File: src/rtl/dsp_pipe_reg.sv
// dsp_pipe_reg: clock-enabled WIDTH x DEPTH delay line with a selectable output tap,
// per-stage valid bits, a registered occupancy count and a valid-only flush.

module dsp_pipe_stage #(
  parameter int               WIDTH   = 18,
  parameter logic [WIDTH-1:0] RST_VAL = '0
) (
  input  logic             CLK,
  input  logic             RST,
  input  logic             FLUSH,
  input  logic             CE,
  input  logic [WIDTH-1:0] d_i,
  input  logic             vld_i,
  output logic [WIDTH-1:0] q_o,
  output logic             vld_o
);
  logic [WIDTH-1:0] q_q;
  logic             vld_q;

  // Flush only drops qualifiers; the data word stays where it was.
  always_ff @(posedge CLK) begin
    if (RST) begin
      q_q   <= RST_VAL;
      vld_q <= 1'b0;
    end else if (FLUSH) begin
      vld_q <= 1'b0;
    end else if (CE) begin
      q_q   <= d_i;
      vld_q <= vld_i;
    end
  end

  assign q_o   = q_q;
  assign vld_o = vld_q;
endmodule

module dsp_pipe_reg #(
  parameter int               WIDTH   = 18,
  parameter int               DEPTH   = 2,
  parameter bit               BYPASS  = 1'b0,
  parameter logic [WIDTH-1:0] RST_VAL = '0,
  localparam int              CW      = $clog2(DEPTH + 1)
) (
  input  logic             CLK,
  input  logic             RST,
  input  logic             CE,
  input  logic             FLUSH,
  input  logic [WIDTH-1:0] in,
  input  logic             in_vld,
  input  logic [CW-1:0]    tap_sel,
  output logic [WIDTH-1:0] out,
  output logic             out_vld,
  output logic [CW-1:0]    fill_cnt,
  output logic             full
);

  if (BYPASS) begin : g_byp
    logic unused_byp;
    assign unused_byp = ^{CLK, RST, CE, FLUSH, tap_sel};
    assign out      = in;
    assign out_vld  = in_vld;
    assign fill_cnt = '0;
    assign full     = 1'b0;
  end else begin : g_pipe
    logic [DEPTH-1:0][WIDTH-1:0] stg_q;
    logic [DEPTH-1:0]            vld_q;
    logic [CW-1:0]               fill_q, fill_d;
    logic [CW-1:0]               tap_eff;

    for (genvar k = 0; k < DEPTH; k++) begin : g_stg
      logic [WIDTH-1:0] d_k;
      logic             v_k;
      if (k == 0) begin : g_head
        assign d_k = in;
        assign v_k = in_vld;
      end else begin : g_body
        assign d_k = stg_q[k-1];
        assign v_k = vld_q[k-1];
      end
      dsp_pipe_stage #(.WIDTH(WIDTH), .RST_VAL(RST_VAL)) u_stg (
        .CLK   (CLK),
        .RST   (RST),
        .FLUSH (FLUSH),
        .CE    (CE),
        .d_i   (d_k),
        .vld_i (v_k),
        .q_o   (stg_q[k]),
        .vld_o (vld_q[k])
      );
    end

    // Tracks popcount(vld_q) incrementally: one in at the head, one out at the tail.
    always_comb begin
      fill_d = fill_q;
      case ({in_vld, vld_q[DEPTH-1]})
        2'b10:   if (fill_q != CW'(DEPTH)) fill_d = fill_q + 1'b1;
        2'b01:   if (fill_q != '0)         fill_d = fill_q - 1'b1;
        default: fill_d = fill_q;
      endcase
    end

    always_ff @(posedge CLK) begin
      if (RST || FLUSH) fill_q <= '0;
      else if (CE)      fill_q <= fill_d;
    end

    assign tap_eff = (tap_sel > CW'(DEPTH)) ? CW'(DEPTH) : tap_sel;

    always_comb begin
      out     = in;
      out_vld = in_vld;
      for (int t = 1; t <= DEPTH; t++) begin
        if (tap_eff == CW'(t)) begin
          out     = stg_q[t-1];
          out_vld = vld_q[t-1];
        end
      end
    end

    assign fill_cnt = fill_q;
    assign full     = (fill_q == CW'(DEPTH));
  end

endmodule
File: config.mk
export PLATFORM = sky130hd
export DESIGN_NAME = dsp_pipe_reg
export DESIGN_NICKNAME = d
export VERILOG_FILES = /design/src/rtl/dsp_pipe_reg.sv
export SDC_FILE = /design/constraint.sdc
export NUM_CORES = 1
export LEC_CHECK = 0
export CORE_ASPECT_RATIO = 1.4
export CORE_UTILIZATION = 51
export DETAILED_ROUTE_END_ITERATION = 16
export PLACE_DENSITY = 0.78
export SYNTH_ARGS = -nofsm -noshare
export SYNTH_HDL_FRONTEND = slang
export SYNTH_HIERARCHICAL = 1
export SYNTH_SLANG_ARGS = --single-unit
File: constraint.sdc
create_clock -name CLK -period 2 [get_ports CLK]
set_clock_uncertainty 0.05 [all_clocks]
set_input_delay 0.4 -clock CLK [delete_from_list [all_inputs] [get_ports CLK]]
set_output_delay 0.4 -clock CLK [all_outputs]
set_load 0.01 [all_outputs]
==> results by group, run 1 <==
Timing
  • Worst-margin pin slew: between 0.3 and 0.4 ns
  • Worst Slack Setup Final: between 0.04 and 0.05 ns
  • Setup TNS: 0 ns
  • Final worst path period share: around 98%
  • WHS: around 0.42 ns
  • Final Hold Viols: 0
  • Final setup vio count: 0
  • Crit path time final: ~2.0 ns
  • Slew Viols, Final: 0
  • RSZ-0062 raised after global routing: false
  • Peak Freq: between 500 and 600 MHz
  • Slew HR: 77.4%

Routing
  • Via count: between 1500 and 2000
  • WL/cell: approximately 15 µm
  • First-pass DRT Iterations: 4
  • Wirelength, routed: 5390 µm
  • DR vias/cell: between 5 and 6
  • Initial DRC Count: 85
  • DRC Markers: 0
  • Final ANT Viol Nets: 0

Die
  • Initial Util: between 50% and 60%
  • DIE AREA: 5000 µm²
  • IO Pins: 47
  • Die Y: between 80 and 90 µm
  • Core area: between 4000 and 5000 µm²
  • Site row count: 29
  • Die X: about 60 µm

Logic synthesis
  • Yosys warns: 6
  • EDFF count, synth: 0
  • Synth cell types: 23
  • Prevailing post-synth register cell: dfxtp_1
  • Cell taking the most area after synthesis: dfxtp_1
  • Synthesized cell area: approximately 2400 µm²
  • Yosys top cell area share: between 30% and 40%
  • Syn Nets: around 270
  • Ys async rst share: 0%
  • Flops & latches, synth: 40
  • Cells after Synth: roughly 250
  • Largest cells by area after synthesis: dfxtp_1, nand4bb_1, nand2b_1, mux2i_1, o21ai_1
  • Syn_area_per_cell: around 9.7 µm²
  • Post-synthesis sequential area ratio: 33.3%

Finish
  • Layout cells sized above 1: between 10% and 20%
  • P&R area growth vs syn: 25.4%
  • Final #Nets: 320
  • Most frequent cells in the layout: dfxtp_1, o21ai_1, nand2b_1, nand4bb_1, clkdlybuf4s50_1
  • Final Core Density: 66.4%
  • Most common cell after layout, fill and taps aside: dfxtp_1
  • Antenna Cells: 0

CTS
  • Hold Buf Count CTS: 0
  • Num CTS Buffers: 5
  • Max Buffers Root-to-Sink: 2
  • Clk_lat worst skew: 0.29 ns
  • Clock tree root driver cell: clkbuf_8
  • Post-CTS setup buffer count: 0
  • CTS sink cnt: 40
  • # H-tree levels: 2
  • Worst-path clk slew: approximately 0.080 ns
  • CTS tree: built

Global routing
  • Total grt overflow: 0
  • Largest net degree at the start of global routing: between 40 and 50
  • First-pass GRT wire length: 8990 µm
  • Gr usage total: 23.5%
  • Antenna violations before repair: 0
  • Vias in the first global route: ~1900

Worst setup path
  • Kind of critical path: primary input to output pin
  • R2R cell count: 3
  • Worst Path Arrival: ~1.5 ns
  • Crit path max fanout: 12
  • Startpoint types: primary input
  • Reg2reg start: g_pipe.g_stg[1].u_stg/vld_o
  • Critical Path RT: 1.55 ns
  • Worst R2R Setup Slack: around 0.89 ns
  • Critical Path End Type: output pin
  • FF-to-FF End: fill_cnt[0]

Power
  • Leakage: 1.16 nW
  • Peak supply drop: 459 µV
  • Power Total: around 1.7 mW
  • PD cells: around 570 nW/µm²

Status
  • Outcome: finished clean

Place
  • DP HPWL: 3350 µm
  • Placer Congestion: around 0.75
  • Setup WS pre-CTS: -0.391 ns
  • I/O Buffers: 46

Worst hold path
  • HP Start: g_pipe.g_stg[1].u_stg/q_o[3]
  • Worst hold path endpoint: g_pipe.g_stg[1].u_stg/q_o[3]
  • Path type of the worst min-delay path: flip-flop to flip-flop
  • Hold Path Cell Cnt: 2

Run
  • Max cap viols: 0
power by group:
part / switching, mW / total, mW / internal (mW)
combinational: 0.156 / 0.342 / 0.186
sequential: 0.0192 / 0.841 / 0.822
clock: 0.292 / 0.535 / 0.243
total: 0.467 / 1.72 / 1.25
final cells by class:
class                           count  area (µm²)
Fill cell                         385        1520
Tap cell                           62        77.6
Clock buffer                        5        68.8
Inverter                            1        3.75
Clock inverter                      3        18.8
Timing Repair Buffer               63         644
Multi-Input combinational cell    184        1400
Sequential cell                    40         801
registers in the layout, summed over array words and instances (netlist names):
name and flops:
fill_cnt 2, g_pipe.g_stg.u_stg/vld_o 2, g_pipe.g_stg.u_stg/q_o 36
per-stage QoR:
stage / std cells / area [µm²]
5_1_grt: 358 / 3010
2_1_floorplan: 249 / 2400
3_3_place_gp: 348 / 2880
6_report: 358 / 3010
4_1_cts: 358 / 3020
3_5_place_dp: 348 / 2880
what timing repair did:
| action | in CTS | in global routing |
|---|---|---|
| cloned | 2 | 0 |
| endpoints found under the setup margin | 19 | 9 |
| resized for setup | 24 | 1 |
cell families after synthesis:
| family | synth area share, % |
|---|---|
| AO/OA/AOI/OAI | 15.8 |
| XOR/XNOR | 0.364 |
| buffers and inverters | 8.85 |
| flip-flops | 33.3 |
| multiplexers | 9.16 |
| AND/OR/NAND/NOR | 32.5 |
worst max-delay path by stage:
stage / depth (start not counted) / end / start / slack, ns
floorplan: 4 / out[10] / tap_sel[0] / 0.51
global placement: 5 / out[4] / tap_sel[0] / -0.39
detailed placement: 5 / out[4] / tap_sel[0] / -0.39
CTS: 5 / out[3] / tap_sel[0] / 0.004
global route: 5 / out_vld / tap_sel[1] / 0.01
finish: 5 / out_vld / tap_sel[1] / 0.05
cells in the mapped netlist, drive strengths merged (2+ instances only):
| master | instances |
|---|---|
| a21oi | 2 |
| buf | 22 |
| mux2i | 22 |
| nand2b | 36 |
| nand4bb | 36 |
| nor3 | 2 |
| nor2b | 3 |
| o21ai | 56 |
| clkbuf | 2 |
| dfxtp | 40 |
| nand3b | 2 |
| nand2 | 20 |
worst max-delay path: stages:
cell and delay (ns):
dlygate4sd2_1 0.33, bufbuf_16 0.33, nand2_1 0.07, o21ai_1 0.09, dlygate4sd2_1 0.28
routing by layer:
| layer | vias to the layer above | global-route usage [%] | share of wire (%) |
|---|---|---|---|
| met5 | - | 0 | 0 |
| met2 | 35 | 37.8 | 51 |
| met3 | 8 | 4.21 | 2.5 |
| li1 | 995 | - | - |
| met4 | 0 | 8.25 | 1.9 |
| met1 | 955 | 30.6 | 45 |
Power figures use the tool's default switching activity.
==> inputs of run 2 (changes only) <==
--- a/config.mk
+++ b/config.mk
@@ -8,7 +8,7 @@
 export CORE_ASPECT_RATIO = 1.4
 export CORE_UTILIZATION = 51
 export DETAILED_ROUTE_END_ITERATION = 16
-export PLACE_DENSITY = 0.78
+export PLACE_DENSITY = 0.79
 export SYNTH_ARGS = -nofsm -noshare
 export SYNTH_HDL_FRONTEND = slang
 export SYNTH_HIERARCHICAL = 1
==> run 2 against run 1 <==
Net effect: die area unchanged; utilization fell by 0.28 points; worst setup slack improved by 0.067 ns; wire length is 2.5% lower; highest routed layer unchanged.
==> results by group, run 2 (synthesis gave the netlist of run 1 again) <==
Worst setup path
  • Worst R2R Setup Slack: 0.84 ns (-0.05 ns)
  • R2R cell count: 3 (unchanged)
  • Critical Path RT: 1.55 ns (about the same)
  • Kind of critical path: primary input to output pin
  • CP max stage cell: dlygate4sd2_1
  • FF-to-FF End: fill_cnt[0]
  • Startpoint types: primary input
  • Crit path max fanout: 11 (-1)
  • Reg2reg start: g_pipe.g_stg[1].u_stg/vld_o
  • Crit path cell chain: dlygate4sd2_1, buf_12, mux2i_1, o21ai_1, dlygate4sd2_1
  • Worst Path Arrival: 1.44 ns (-0.06 ns)
  • Most used cell, CP: dlygate4sd2_1
  • Critical Path End Type: output pin
  • CP max stage delay: 0.28 ns (-0.05 ns)

Timing
  • Peak Freq: 530 MHz (+3.6%)
  • Worst-margin pin slew: 0.385 ns (+0.0451 ns)
  • Final setup vio count: 0 (unchanged)
  • Slew Viols, Final: 0 (unchanged)
  • Final worst path period share: 94.3% (-3.4 points)
  • RSZ-0062 raised after global routing: false
  • Crit path time final: 1.89 ns (-0.0673 ns)
  • Worst Slack Setup Final: 0.113 ns (+0.0673 ns)
  • Final Hold Viols: 0 (unchanged)
  • Slew HR: 74.3% (-3.1 points)

Place
  • DP HPWL: 3470 µm (+3.6%)
  • Setup WS pre-CTS: -0.450 ns (-0.0590 ns)
  • I/O Buffers: 46 (unchanged)
  • Placed cell areas: 2920 µm² (+1.3%)
  • Placer Congestion: 0.766 (+2.1%)

Die
  • Initial Util: 53.0% (unchanged)
  • DIE AREA: 5000 µm² (unchanged)
  • Core area: 4540 µm² (unchanged)
  • IO Pins: 47 (unchanged)
  • Die X: 60.0 µm (unchanged)
  • Die Y: 83.2 µm (unchanged)
  • Site row count: 29 (unchanged)

Finish
  • Max FFs per register: 36 (unchanged)
  • Antenna Cells: 0 (unchanged)
  • P&R area growth vs syn: 24.8%
  • Multi-input logic area: 1400 µm² (-0.27%)
  • Fill cells: 417 (+8.3%)
  • Most frequent cells in the layout: dfxtp_1, o21ai_1, nand2b_1, nand4bb_1, clkdlybuf4s50_1
  • Layout cells sized above 1: 16.8% (-1.1 points)
  • Fin area: 3000 µm² (-0.42%)
  • Most common cell after layout, fill and taps aside: dfxtp_1
  • Final #Nets: 321 (+0.31%)
  • Storage cell area: 801 µm² (unchanged)

CTS
  • CTS sink cnt: 40 (unchanged)
  • Hold Buf Count CTS: 0 (unchanged)
  • # H-tree levels: 2 (unchanged)
  • Clock tree root driver cell: clkbuf_8
  • Worst-path clk slew: 0.07 ns (about the same)
  • CTS tree: built
  • Num CTS Buffers: 5 (unchanged)
  • Clk_lat worst skew: 0.29 ns (about the same)
  • Max Buffers Root-to-Sink: 2 (unchanged)

Global routing
  • Antenna violations before repair: 0 (unchanged)
  • First-pass GRT wire length: 8910 µm (-0.92%)
  • Total grt overflow: 0 (unchanged)
  • Largest net degree at the start of global routing: 77 (+75%)
  • Vias in the first global route: 1933 (+3.0%)
  • Gr usage total: 23.2% (-0.28 points)

Worst hold path
  • Hold Path Cell Cnt: 2 (unchanged)
  • Worst hold path endpoint: g_pipe.g_stg[1].u_stg/q_o[0]
  • HP Start: g_pipe.g_stg[1].u_stg/q_o[0]
  • Path type of the worst min-delay path: flip-flop to flip-flop

Power
  • PD cells: 577 nW/µm² (+1.2%)
  • Peak supply drop: 446 µV (-2.8%)
  • Leakage: 1.14 nW (-1.5%)

Routing
  • Final ANT Viol Nets: 0 (unchanged)
  • Wirelength, routed: 5260 µm (-2.5%)
  • First-pass DRT Iterations: 4 (unchanged)
  • WL/cell: 14.6 µm (-2.8%)
  • Via count: 1970 (-1.2%)
  • Initial DRC Count: 110 (+29%)
  • DR vias/cell: 5.49 (-1.4%)
  • DRC Markers: 0 (unchanged)

Status
  • Outcome: finished clean

Run
  • Max cap viols: 0 (unchanged)
-- run 2: cell types whose count changed in the layout (fill, tap and decap cells not counted), sizes merged --
cell,change
clkinv,-3
buf,+3
clkdlybuf4s50,+1
clkbuf,+2
bufbuf,-2
-- run 2: worst max path at each step --
stage	endpoint	cells after the start	startpoint
4_1_cts	out[4]	6	tap_sel[0]
6_report	out[8]	5	tap_sel[0]
3_3_place_gp	out[4]	5	tap_sel[0]
3_5_place_dp	out[4]	5	tap_sel[0]
2_1_floorplan	out[10]	4	tap_sel[0]
5_1_grt	out[4]	6	tap_sel[0]
-- run 2: cell type report --
cell class                      count  area share, %
Inverter                            1          0.125
Tap cell                           62           2.59
Timing Repair Buffer               64           21.1
Clock buffer                        8           3.00
Sequential cell                    40           26.7
Multi-Input combinational cell    184           46.5
-- run 2: critical path, delay by kind of cell --
kind / cells / cell delay, ns
mux: 1 / 0.21
compound gates: 1 / 0.09
buf+inv: 3 / 0.72
-- run 2: power by group --
group	leakage [nW]	switching (mW)	internal (mW)
Clock	0.0455	0.273	0.281
Combinational	0.772	0.154	0.180
Sequential	0.325	0.0193	0.822
Total	1.14	0.447	1.28
-- run 2: stage by stage --
step           setup TNS [ns]  hold slack (ns)  total power, mW  instances  utilization (%)
6_report                    0            0.413             1.73        359             66.2
5_1_grt                     0            0.438             1.81        359             66.2
4_1_cts                     0            0.418             1.74        359             66.3
3_5_place_dp            -6.52            0.405             1.21        349             64.4
3_3_place_gp            -6.40            0.402             1.20        349             64.4
2_1_floorplan               0            0.392             1.06        249                -
-- run 2: what timing repair did --
item	in CTS	in global routing
gates cloned	1	0
setup endpoints to repair	19	1
setup buffers	1	0
gates resized for setup	24	1
pin swaps	0	1
-- run 2: routing by layer --
| metal | share of wire [%] | track usage (%) |
|---|---|---|
| met2 | 52 | 39.7 |
| met1 | 43 | 27.9 |
| met3 | 3.3 | 4.67 |
| met5 | 0 | 0 |
| met4 | 1.8 | 7.61 |
==> inputs of run 3 (changes only) <==
--- a/config.mk
+++ b/config.mk
@@ -6,9 +6,10 @@
 export NUM_CORES = 1
 export LEC_CHECK = 0
 export CORE_ASPECT_RATIO = 1.4
-export CORE_UTILIZATION = 51
+export CORE_UTILIZATION = 48
+export CTS_BUF_LIST = sky130_fd_sc_hd__clkbuf_8
 export DETAILED_ROUTE_END_ITERATION = 16
-export PLACE_DENSITY = 0.79
+export PLACE_DENSITY = 0.78
 export SYNTH_ARGS = -nofsm -noshare
 export SYNTH_HDL_FRONTEND = slang
 export SYNTH_HIERARCHICAL = 1
==> constraint.sdc (replaced) <==
create_clock -name CLK -period 1.6 [get_ports CLK]
set_clock_uncertainty 0.05 [all_clocks]
set_input_delay 0.32 -clock CLK [delete_from_list [all_inputs] [get_ports CLK]]
set_output_delay 0.32 -clock CLK [all_outputs]
set_load 0.005 [all_outputs]
==> run 3 against run 2 <==
Net effect: worst setup slack worse by 0.074 ns; largest power group unchanged; utilization down 2.3 points; register-to-register slack worse by 0.42 ns; combinational power up 28%; critical path type unchanged; count of clock-buffer cells in the layout down 3; non-clock buffer count up 7; total power up 42%; first-iteration DRC count down 15%; flip-flop and latch count unchanged; wire length up 5.8%.
==> results by group, run 3 (synthesis gave the netlist of run 1 again) <==
Run
  • Max cap viols: 0 (unchanged)

Routing
  • WL/cell: 15.2 µm (+3.5%)
  • Via count: 2011 (+2.1%)
  • DRC Markers: 0 (unchanged)
  • DR vias/cell: 5.48 (-0.14%)
  • Final ANT Viol Nets: 0 (unchanged)
  • Initial DRC Count: 93 (-15%)
  • First-pass DRT Iterations: 4 (unchanged)
  • Wirelength, routed: 5560 µm (+5.8%)

CTS
  • Hold Buf Count CTS: 0 (unchanged)
  • CTS sink cnt: 40 (unchanged)
  • Clk_lat worst skew: 0.30 ns (about the same)
  • CTS tree: built
  • Worst-path clk slew: 0.08 ns (about the same)
  • Post-CTS setup buffer count: 0 (-1)
  • # H-tree levels: 2 (unchanged)
  • Clock tree root driver cell: clkbuf_8
  • Num CTS Buffers: 5 (unchanged)
  • Max Buffers Root-to-Sink: 2 (unchanged)

Timing
  • Final worst path period share: between 90% and 100%
  • Slew Viols, Final: 0 (unchanged)
  • Slew HR: 74.2% (about the same)
  • Worst Slack Setup Final: 0.0396 ns (-0.0738 ns)
  • Crit path time final: between 1.5 and 2 ns
  • Final Hold Viols: 0 (unchanged)
  • RSZ-0062 raised after global routing: false
  • Peak Freq: approximately 640 MHz
  • Final setup vio count: 0 (unchanged)
  • Worst-margin pin slew: 0.387 ns (+0.00191 ns)

Global routing
  • Gr usage total: 23.3% (+0.11 points)
  • First-pass GRT wire length: 9080 µm (+1.9%)
  • Vias in the first global route: 1886 (-2.4%)
  • Largest net degree at the start of global routing: 31 (-60%)
  • Antenna violations before repair: 0 (unchanged)
  • Total grt overflow: 0 (unchanged)

Finish
  • Most frequent cells in the layout: dfxtp_1, o21ai_1, nand2b_1, nand4bb_1, mux2i_1
  • Final #Nets: 328 (+2.2%)
  • Max FFs per register: 36 (unchanged)
  • P&R area growth vs syn: 28.6%
  • Layout cells sized above 1: 25.7% (+8.9 points)
  • Most common cell after layout, fill and taps aside: dfxtp_1
  • Antenna Cells: 0 (unchanged)

Die
  • Initial Util: 49.6% (-3.4 points)
  • Core area: 4840 µm² (+6.8%)
  • DIE AREA: 5300 µm² (+6.1%)
  • Site row count: 30 (+3.4%)
  • Die X: 61.8 µm (+3.0%)
  • IO Pins: 47 (unchanged)
  • Die Y: 85.7 µm (+3.0%)

Power
  • PD cells: 794 nW/µm² (+38%)
  • Leakage: 1.19 nW (+3.8%)
  • Peak supply drop: 788 µV (+77%)
  • Power Total: 2.45 mW (+42%)

Worst hold path
  • Path type of the worst min-delay path: primary input to flip-flop

Worst setup path
  • WP buf/inv: 3 (unchanged)
  • Critical Path End Type: output pin
  • CP max stage delay: 0.26 ns (-0.02 ns)
  • Startpoint types: primary input
  • Crit path cell chain: buf_4, buf_12, mux2i_4, o21ai_1, dlygate4sd2_1
  • CP max stage cell: dlygate4sd2_1
  • Worst Path Arrival: 1.19 ns (-0.25 ns)
  • Kind of critical path: primary input to output pin
  • Crit path max fanout: 5 (-6)
  • Critical path's top delay family: buffers and inverters
  • Critical Path RT: 1.23 ns (-0.32 ns)

Place
  • DP HPWL: 3630 µm (+4.5%)
  • I/O Buffers: 46 (unchanged)
  • Placer Congestion: 0.763 (-0.42%)
  • Setup WS pre-CTS: -0.608 ns (-0.158 ns)

Status
  • Outcome: finished clean
==> run 3: changes by cell type in the layout (fill, tap and decap cells not counted), sizes merged <==
cell,change
clkbuf,+8
buf,+11
clkdlybuf4s15,+2
bufinv,+2
dlygate4sd2,-8
clkdlybuf4s50,-9
==> run 3: layout make-up <==
cell class                      count  area (µm²)
Fill cell                         416        1750
Multi-Input combinational cell    184        1410
Sequential cell                    40         806
Timing Repair Buffer               71         664
Tap cell                           64        80.1
Clock buffer                        5        68.8
Clock inverter                      2        60.1
Inverter                            1        3.75
==> run 3: timing repair <==
| item | CTS | global route |
|---|---|---|
| gates cloned | 3 | 0 |
| pin swaps | 3 | 1 |
| setup endpoints to repair | 22 | 14 |
| gates resized for setup | 61 | 16 |
==> run 3: tightest hold or removal path, stage by stage <==
cell and delay [ns]:
dlygate4sd2_1 0.23, nand4bb_1 0.12, o21ai_2 0.07
==> run 3: report_power, final <==
group          switching [mW]  internal [mW]  leakage, nW
sequential             0.0243           1.03        0.326
clock                   0.362          0.614       0.0642
combinational           0.192          0.236        0.795
total                   0.579           1.88         1.19
==> run 3: worst paths after layout <==
path | startpoint | endpoint | slack [ns] | cells past startpoint
hold / removal | in[4] | g_pipe.g_stg[0].u_stg/q_o[4] | 0.41 | 3
setup / recovery | tap_sel[0] | out[11] | 0.04 | 5
setup reg to reg | g_pipe.g_stg[1].u_stg/vld_o | fill_cnt[0] | 0.42 | 4
hold reg to reg | g_pipe.g_stg[1].u_stg/q_o[3] | g_pipe.g_stg[1].u_stg/q_o[3] | 0.42 | 2
==> run 3: routing by layer <==
layer | global-route usage (%) | up-vias | share of wire (%)
met5 | 0 | - | 0
li1 | - | 1004 | -
met3 | 4.37 | 10 | 4.6
met1 | 28.2 | 943 | 41
met2 | 39.3 | 54 | 52
met4 | 9.29 | 0 | 2.3
==> run 3: stage by stage <==
step / hold WS, ns / TNS, ns / cell area [µm²] / util (%) / instances
after floorplan: 0.348 / 0 / 2400 / - / 249
after CTS: 0.411 / 0 / 3140 / 64.8 / 367
after detailed placement: 0.407 / -10.36 / 2960 / 61.2 / 357
after global routing: 0.411 / 0 / 3090 / 63.8 / 367
after global placement: 0.402 / -10.19 / 2960 / 61.2 / 357
final: 0.413 / 0 / 3090 / 63.8 / 367
